## src/rtl/song_transport_ctrl_if.sv

```systemverilog
// Transport controller signal bundle: button/song-reader inputs and timer control outputs.
interface song_transport_ctrl_if;
  logic       play_btn;
  logic       restart_btn;
  logic       song_end;
  logic       play;
  logic       reset_player;
  logic       song_done;
  logic       paused;
  logic [1:0] state;
  logic [7:0] elapsed_s;

  modport master (
    output play_btn, restart_btn, song_end,
    input  play, reset_player, song_done, paused, state, elapsed_s
  );

  modport slave (
    input  play_btn, restart_btn, song_end,
    output play, reset_player, song_done, paused, state, elapsed_s
  );
endinterface

```

## src/rtl/song_transport_ctrl.sv

```systemverilog
// Playback transport FSM driving the song timer: play/pause/restart, elapsed seconds, timeout.
// Optional AUTO_REPEAT_EN: DONE immediately loops back to PLAYING with a timer clear.
module song_transport_ctrl #(
  parameter int unsigned CYCLES_PER_SEC = 100000000,
  parameter int unsigned CYC_WIDTH      = 27,
  parameter int unsigned MAX_SEC        = 99
) (
  input logic                 clk,
  input logic                 rst,
  song_transport_ctrl_if.slave bus
);

  typedef enum logic [1:0] {
    IDLE    = 2'd0,
    PLAYING = 2'd1,
    PAUSED  = 2'd2,
    DONE    = 2'd3
  } state_t;

  localparam logic [CYC_WIDTH-1:0] CYC_LAST = CYC_WIDTH'(CYCLES_PER_SEC - 1);
  localparam logic [7:0]           SEC_LAST = 8'(MAX_SEC - 1);

  state_t               state_q, state_d;
  logic                 play_btn_q, restart_btn_q;
  logic                 play_press, restart_press;
  logic [CYC_WIDTH-1:0] cyc_q, cyc_d;
  logic [7:0]           elapsed_q, elapsed_d;
  logic                 sec_wrap, timeout;
  logic                 play_q, paused_q, reset_player_q, song_done_q;
  logic                 reset_player_d, song_done_d;

  assign play_press    = bus.play_btn & ~play_btn_q;
  assign restart_press = bus.restart_btn & ~restart_btn_q;
  assign sec_wrap      = (state_q == PLAYING) && (cyc_q == CYC_LAST);
  assign timeout       = sec_wrap && (elapsed_q == SEC_LAST);

  always_comb begin
    state_d        = state_q;
    reset_player_d = 1'b0;
    cyc_d          = cyc_q;
    elapsed_d      = elapsed_q;

    // Time accrues on every PLAYING cycle, including the one that leaves PLAYING.
    if (state_q == PLAYING) begin
      if (sec_wrap) begin
        cyc_d     = '0;
        elapsed_d = elapsed_q + 8'd1;
      end else begin
        cyc_d = cyc_q + 1'b1;
      end
    end

    unique case (state_q)
      IDLE: begin
        if (restart_press) begin
          reset_player_d = 1'b1;
        end else if (play_press) begin
          state_d        = PLAYING;
          reset_player_d = 1'b1;
        end
      end
      PLAYING: begin
        if (restart_press) begin
          reset_player_d = 1'b1;
        end else if (bus.song_end || timeout) begin
          state_d = DONE;
        end else if (play_press) begin
          state_d = PAUSED;
        end
      end
      PAUSED: begin
        if (restart_press) begin
          state_d        = IDLE;
          reset_player_d = 1'b1;
        end else if (bus.song_end) begin
          state_d = DONE;
        end else if (play_press) begin
          state_d = PLAYING;
        end
      end
      DONE: begin
        if (restart_press) begin
          state_d        = IDLE;
          reset_player_d = 1'b1;
`ifdef AUTO_REPEAT_EN
        end else begin
          state_d        = PLAYING;
          reset_player_d = 1'b1;
        end
`else
        end else if (play_press) begin
          state_d        = PLAYING;
          reset_player_d = 1'b1;
        end
`endif
      end
      default: state_d = IDLE;
    endcase

    // Every timer clear also restarts our own elapsed count; it overrides the advance above.
    if (reset_player_d) begin
      cyc_d     = '0;
      elapsed_d = '0;
    end

    song_done_d = (state_d == DONE) && (state_q != DONE);
  end

  always_ff @(posedge clk) begin
    if (rst) begin
      state_q        <= IDLE;
      play_btn_q     <= 1'b0;
      restart_btn_q  <= 1'b0;
      cyc_q          <= '0;
      elapsed_q      <= '0;
      play_q         <= 1'b0;
      paused_q       <= 1'b0;
      reset_player_q <= 1'b0;
      song_done_q    <= 1'b0;
    end else begin
      state_q        <= state_d;
      play_btn_q     <= bus.play_btn;
      restart_btn_q  <= bus.restart_btn;
      cyc_q          <= cyc_d;
      elapsed_q      <= elapsed_d;
      play_q         <= (state_d == PLAYING);
      paused_q       <= (state_d == PAUSED);
      reset_player_q <= reset_player_d;
      song_done_q    <= song_done_d;
    end
  end

  assign bus.state        = state_q;
  assign bus.elapsed_s    = elapsed_q;
  assign bus.play         = play_q;
  assign bus.paused       = paused_q;
  assign bus.reset_player = reset_player_q;
  assign bus.song_done    = song_done_q;

endmodule

```

## src/flat_wrapper.sv

```systemverilog
// flat-port wrapper written by rule: the top's interface ports become plain ports
module song_transport_ctrl_flat 
#(
  parameter int unsigned CYCLES_PER_SEC = 100000000,
  parameter int unsigned CYC_WIDTH      = 27,
  parameter int unsigned MAX_SEC        = 99
)
  (clk, rst, bus_play_btn, bus_restart_btn, bus_song_end, bus_play, bus_reset_player, bus_song_done, bus_paused, bus_state, bus_elapsed_s);
  song_transport_ctrl_if bus_i ();
  input logic clk;
  input logic rst;
  input wire logic [$bits(bus_i.play_btn)-1:0] bus_play_btn;
  input wire logic [$bits(bus_i.restart_btn)-1:0] bus_restart_btn;
  input wire logic [$bits(bus_i.song_end)-1:0] bus_song_end;
  output wire logic [$bits(bus_i.play)-1:0] bus_play;
  output wire logic [$bits(bus_i.reset_player)-1:0] bus_reset_player;
  output wire logic [$bits(bus_i.song_done)-1:0] bus_song_done;
  output wire logic [$bits(bus_i.paused)-1:0] bus_paused;
  output wire logic [$bits(bus_i.state)-1:0] bus_state;
  output wire logic [$bits(bus_i.elapsed_s)-1:0] bus_elapsed_s;
  assign bus_i.play_btn = bus_play_btn;
  assign bus_i.restart_btn = bus_restart_btn;
  assign bus_i.song_end = bus_song_end;
  assign bus_play = bus_i.play;
  assign bus_reset_player = bus_i.reset_player;
  assign bus_song_done = bus_i.song_done;
  assign bus_paused = bus_i.paused;
  assign bus_state = bus_i.state;
  assign bus_elapsed_s = bus_i.elapsed_s;
  song_transport_ctrl #(.CYCLES_PER_SEC(CYCLES_PER_SEC), .CYC_WIDTH(CYC_WIDTH), .MAX_SEC(MAX_SEC)) u_core (.clk(clk), .rst(rst), .bus(bus_i));
endmodule
```

## config.mk

```make
export PLATFORM = sky130hd
export DESIGN_NAME = song_transport_ctrl_flat
export DESIGN_NICKNAME = d
export VERILOG_FILES = /design/src/rtl/song_transport_ctrl_if.sv /design/src/rtl/song_transport_ctrl.sv /design/src/flat_wrapper.sv
export SDC_FILE = /design/constraint.sdc
export NUM_CORES = 1
export LEC_CHECK = 0
export BUFFER_PORTS_ARGS = -buffer_cell sky130_fd_sc_hd__buf_2
export CAP_MARGIN = 20
export CORE_ASPECT_RATIO = 1.1
export CORE_MARGIN = 8
export CORE_UTILIZATION = 63
export DETAILED_ROUTE_END_ITERATION = 12
export GPL_ROUTABILITY_DRIVEN = 0
export PLACE_DENSITY = 0.93
export SYNTH_ARGS = -nofsm -noshare
export SYNTH_HDL_FRONTEND = slang
export SYNTH_SLANG_ARGS = --single-unit
```

## constraint.sdc

```tcl
create_clock -name clk -period 3.1 [get_ports clk]
set_clock_uncertainty 0.2 [all_clocks]
set_input_delay 0.155 -clock clk [delete_from_list [all_inputs] [get_ports clk]]
set_output_delay 0.155 -clock clk [all_outputs]
set_load 0.02 [all_outputs]
```

# After elaboration in Yosys (flattened, before gate mapping)
# Cells that the tools add are included.
# op_classes
add_sub_neg,2
n_eq_ne,9
mux,14
bitwise_logic,4
n_reduce_logical,9
# op_table
op,n
adder 27 x 1 -> 27 bit (second input constant),1
equality test 27 bit (second input constant),1
2-to-1 mux 27 bit,1
2-to-1 mux 2 bit,8
adder 8 x 1 -> 8 bit (second input constant),1
equality test 2 bit (second input constant),4
equality test 8 x 7 -> 1 bit (second input constant),1
one-hot mux 2 bit (4 select lines),1
OR reduction 2 bit,3
equality test 2 x 1 -> 1 bit (second input constant),2
logical AND 1 bit,3
2-to-1 mux 1 bit,3
bitwise AND 1 bit,2
logical NOT 2 bit,1
inequality test 2 bit (second input constant),1
NOT 1 bit,2
one-hot mux 1 bit (2 select lines),1
AND reduction 2 bit,1
logical OR 1 bit,1
# totals
reg_bits,43
word_cells,47

# Longest topological paths before layout
# depth
word_depth,9
mapped_depth,9

# Worst setup path after synthesis
# OpenSTA, ideal clock, no wires.
# synth_timing
path_kind,register -> register
start,register u_core.state_q[0] (netlist: u_core.bus.state[0])
end,register u_core.elapsed_q[7] (netlist: u_core.bus.elapsed_s[7])
setup_ns,0.072
arrival_time_ns,1.993
required_ns,2.828
setup_slack_ns,0.835
path_stages_with_launch,9
path_buffers,2
path_cell_list,dfxtp_1 ha_1 buf_4 nand4_2 or2_1 buf_6 nor4_2 and3_1 mux2i_1
# synth_via
elab_chain_len,4
word_cells_on_any_way,10
# synth_rtl
element,line_no,rtl
"start, declared",song_transport_ctrl.sv:23,"state_t state_q, state_d;"
"start signal, assigned",song_transport_ctrl.sv:121,state_q <= state_d;
equality test 2 bit (tied with other cells),song_transport_ctrl.sv:53,unique case (state_q)
OR reduction 2 bit (no source line),n/a,
one-hot mux 1 bit (2 select lines),song_transport_ctrl.sv:53,
OR reduction 2 bit (no source line),n/a,
"end signal, assigned",song_transport_ctrl.sv:125,elapsed_q <= elapsed_d;
"end, declared",song_transport_ctrl.sv:27,"logic [7:0] elapsed_q, elapsed_d;"
# Parallel ways exist; a longest one is shown, timed or not.
# A chain may end at the register's enable or synchronous reset.

# Worst setup path in the final report
# layout_timing
start,register u_core.state_q[1] (netlist: u_core.bus.state[1])
end,register u_core.paused_q (netlist: u_core.bus.paused)
# layout_via
elab_chain_len,8
word_cells_on_any_way,17
# layout_rtl
element,line_no,rtl
equality test 2 x 1 -> 1 bit,"song_transport_ctrl.sv:34, song_transport_ctrl.sv:53",
logical AND 1 bit,song_transport_ctrl.sv:34,assign sec_wrap = (state_q == PLAYING) && (cyc_q == CYC_LAST);
logical AND 1 bit,song_transport_ctrl.sv:35,assign timeout = sec_wrap && (elapsed_q == SEC_LAST);
logical OR 1 bit,song_transport_ctrl.sv:65,end else if (bus.song_end || timeout) begin
2-to-1 mux 2 bit,song_transport_ctrl.sv:65,
2-to-1 mux 2 bit,song_transport_ctrl.sv:63,if (restart_press) begin
one-hot mux 2 bit (4 select lines) *,song_transport_ctrl.sv:53,
equality test 2 bit *,song_transport_ctrl.sv:127,paused_q <= (state_d == PAUSED);
"end signal, assigned",song_transport_ctrl.sv:127,
"end, declared",song_transport_ctrl.sv:29,"logic play_q, paused_q, reset_player_q, song_done_q;"
# Every way passes the cells marked *; elsewhere a longest branch is shown, timed or not.

==> results.md <==
- Syn_nets: 256
- Via-per-instance ratio: approximately 6.0
- Total CTS buffers: 5
- Max incr delay on CP: between 0.4 and 0.5 ns
- WS Path Type: reg -> reg
- Reg-to-reg endpoint: u_core.bus.paused
- Outcome: finished, final reports clean
- Leak: 0.838 nW
- Placed instance area: ~2200 sq um
- Antenna violations before repair: 0
- Post-synth ARST share: 0%
- PD cells: 476 nW/um^2
- Io pins: 19
- Final Hold Fails: 0
- Final Net Count: between 200 and 300
- Main synth FF type: dfxtp_1
- Post-CTS Setup Repair Bufs: 0
- CP max-delay cell: or2_1
- GRT overflow: 0
- WHS Path Cells: 5
- Crit path cell chain: inv_1 > ha_1 > nand4_2 > or2_1 > nor4_4 > o211ai_1 > nor3_1
- Reg area: about 860 sq um
- Vias: around 1800
- Final TNS setup: 0 ns
- CP endpoint kind: flip-flop
- Slew margin rel.: a little under three quarters
- Fmax: between 400 and 500 MHz
- CTS H-Tree Depth: 2
- Final HPWL DP: 3120 um
- CP Launch Point: u_core.bus.state[1]
- Worst EP required: approximately 3.2 ns
- Layout cells sized above 1: approximately an eighth
- Reg-to-reg critical path startpoint: u_core.bus.state[1]
- Port Buf Inserts: 18
- FILL cells: 247
- EDFF count, synth: 0
- Met1 Usage GRT: between 10% and 20%
- Area of the multi-input gates: about 1200 sq um
- Layout Utilization: a little over two thirds
- DRC Markers: 0
- Die H: 77.0 um
- Met3 Use GR: 5.33%
- Row count: 22
- Clock Path Buffers: 2
- Final instance area: ~2300 sq um
- Largest net degree at the start of global routing: 26
- Grt met2 use: around 26%
- Unique masters post-synth: 42
- CP endpoint: u_core.bus.paused
- Die width: around 71 um
- GRT Total Usage: between 15 and 20%
- CTS sink count: 43
- DRT iter0 DRCs: between 150 and 200
- Root buf cell: clkbuf_4
- Area delta synth->final: 8.50%
- Unrepaired setup endpoints after global routing: false
- Die area: about 5500 sq um
- Final min period: between 2 and 2.5 ns
- First-pass GRT wire length: roughly 7300 um
- R2R cell count: 7
- Register area share after synthesis: about two fifths
- R2R setup slack: roughly 0.6 ns
- Worst VDD drop: 206 uV
- Post-Syn Area: approximately 2100 sq um
- CTS tree: yes
- Final Slew Violations: 0
- Register bit total from synthesis: 43
- Avg Inst Size Synth: around 9 sq um
- Vias in the first global route: 1695
- Post-CTS Resized: 0
- Mapped Cells: ~240
- Top Usage Layer GRT: met2
- Area of the core: around 3300 sq um
- Worst-Skew Late Latency: between 0.3 and 0.4 ns
- PnR worst setup slack: 0.600 ns
- Arr. time, crit path: between 2 and 3 ns
- Worst Setup Start Kind: flip-flop
- Critical path fanouts, max: 9
- Starting Density: between 60% and 70%
- Finish-stage setup viols: 0
- Total power: about 0.0011 W
- DR WL/cell: roughly 14 um
- Antenna cell count: 0
- Total Wirelength: about 4300 um
- Drt pass-1 iters: 5
- Maximum capacitance violations: 0
- HP Class: in -> reg
- Fin crit share: between 80% and 90%
- Yosys warnings: 0
- Worst Max-Slew Pin Slew: approximately 0.43 ns
- Residual antenna-violating net count after detailed routing: 0
- Post-Place Worst Slack: 0.651 ns
- Clock transition at the registers of the reported paths: approximately 0.12 ns
-- worst max-delay path: cells and delay by family (launching register included) --
family | cells | cell delay, ns
adder cells (fa/ha/maj) | 1 | 0.32
buffers and inverters | 1 | 0.12
AND/OR/NAND/NOR | 4 | 1.22
AO/OA/AOI/OAI | 1 | 0.19
flip-flops | 1 | 0.38
-- report_power, final --
part	internal, W	total, W	switching, W
combinational	0.0000916	0.000244	0.000152
clock	0.0000885	0.000262	0.000173
sequential	0.000575	0.000595	0.0000197
-- cells in the mapped netlist, types with 3 or more instances --
| library cell | number | area share, % |
|---|---|---|
| nand4_1 | 10 | 2.9 |
| nand2b_1 | 5 | 1.5 |
| xor2_1 | 10 | 4.1 |
| nand3_1 | 10 | 2.3 |
| ha_1 | 7 | 4.1 |
| dfxtp_1 | 43 | 40 |
| inv_1 | 7 | 1.2 |
| and4_1 | 6 | 2.5 |
| nand2_1 | 21 | 3.7 |
| o21ai_0 | 5 | 1.2 |
| nor4_2 | 5 | 2.9 |
| or4_1 | 3 | 1.1 |
| nor2b_1 | 5 | 1.5 |
| a21oi_1 | 7 | 1.6 |
| nor2_1 | 35 | 6.2 |
| xnor2_1 | 17 | 7.0 |
| and2_1 | 3 | 0.88 |
| o211ai_1 | 3 | 1.1 |
| buf_2 | 3 | 0.70 |
| nor3_1 | 9 | 2.1 |
| and3_1 | 4 | 1.2 |
-- per-stage QoR --
stage,hold WS (ns),cells
6_report,0.0633,303
5_1_grt,0.0899,303
3_3_place_gp,0.199,292
2_1_floorplan,0.0266,244
3_5_place_dp,0.203,292
4_1_cts,0.0310,303
-- layout make-up --
class	count	share of cell area (%)
well taps	36	1.95
clock inverters	1	0.216
flip-flops and latches	43	37.2
inverters	7	1.14
repair buffers	22	5.51
multi-input cells	187	52.1
clock buffers	7	1.95
-- sequential cells by signal, summed over array words and instances (netlist names) --
register and count:
u_core.cyc_q 27, u_core.bus.elapsed_s 8, u_core.bus.state 2, u_core.bus.paused 1
u_core.bus.play 1, u_core.bus.reset_player 1, u_core.bus.song_done 1, u_core.play_btn_q 1
u_core.restart_btn_q 1
-- routing by layer --
metal / vias up / part of all wire [%]
met4: 0 / 2.3
met5: - / 0
li1: 896 / -
met1: 843 / 46
met2: 55 / 46
met3: 12 / 5.7
-- worst min-delay path by stage --
| stage | from | endpoint | slack (ns) |
|---|---|---|---|
| 6_report | bus_song_end | u_core.bus.paused | 0.06 |
| 3_3_place_gp | bus_restart_btn | u_core.restart_btn_q | 0.20 |
| 5_1_grt | bus_song_end | u_core.bus.paused | 0.09 |
| 3_5_place_dp | bus_restart_btn | u_core.restart_btn_q | 0.20 |
| 2_1_floorplan | rst | u_core.play_btn_q | 0.03 |
| 4_1_cts | bus_song_end | u_core.bus.paused | 0.03 |
-- layout by cell type, fill, tap and decap left out, types with 2 or more instances in the layout --
cell / n
dfxtp_1: 43
nor2_1: 35
nand2_1: 21
buf_2: 18
xnor2_1: 17
nand4_1: 10
nand3_1: 10
xor2_1: 10
nor3_1: 9
inv_1: 7
a21oi_1: 7
ha_1: 7
and4_1: 6
nor2b_1: 5
nand2b_1: 5
o21ai_0: 5
nor4_2: 5
clkbuf_4: 5
and3_1: 4
and2_1: 3
o211ai_1: 3
or4_1: 3
dlygate4sd3_1: 3
o21ai_1: 2
nand4_2: 2
a22oi_1: 2
or3_1: 2
nor4_1: 2
clkbuf_1: 2
-- logic make-up (layout without fill, tap and decap cells) --
group | Yosys count | count (layout) | synth area share, %
multiplexers | 1 | 1 | 0.469
flip-flops | 43 | 43 | 40.4
AO/OA/AOI/OAI | 23 | 23 | 6.51
XOR/XNOR | 27 | 27 | 11.1
adder cells (fa/ha/maj) | 7 | 7 | 4.11
AND/OR/NAND/NOR | 129 | 129 | 34.3
buffers and inverters | 14 | 37 | 3.17
-- repair_timing --
item                                   in CTS  in global routing
setup endpoints to repair                   0                  0
endpoints found under the hold margin       6                  0
hold buffers                                3                  0
Note: power is estimated with default switching activity, not from simulation.
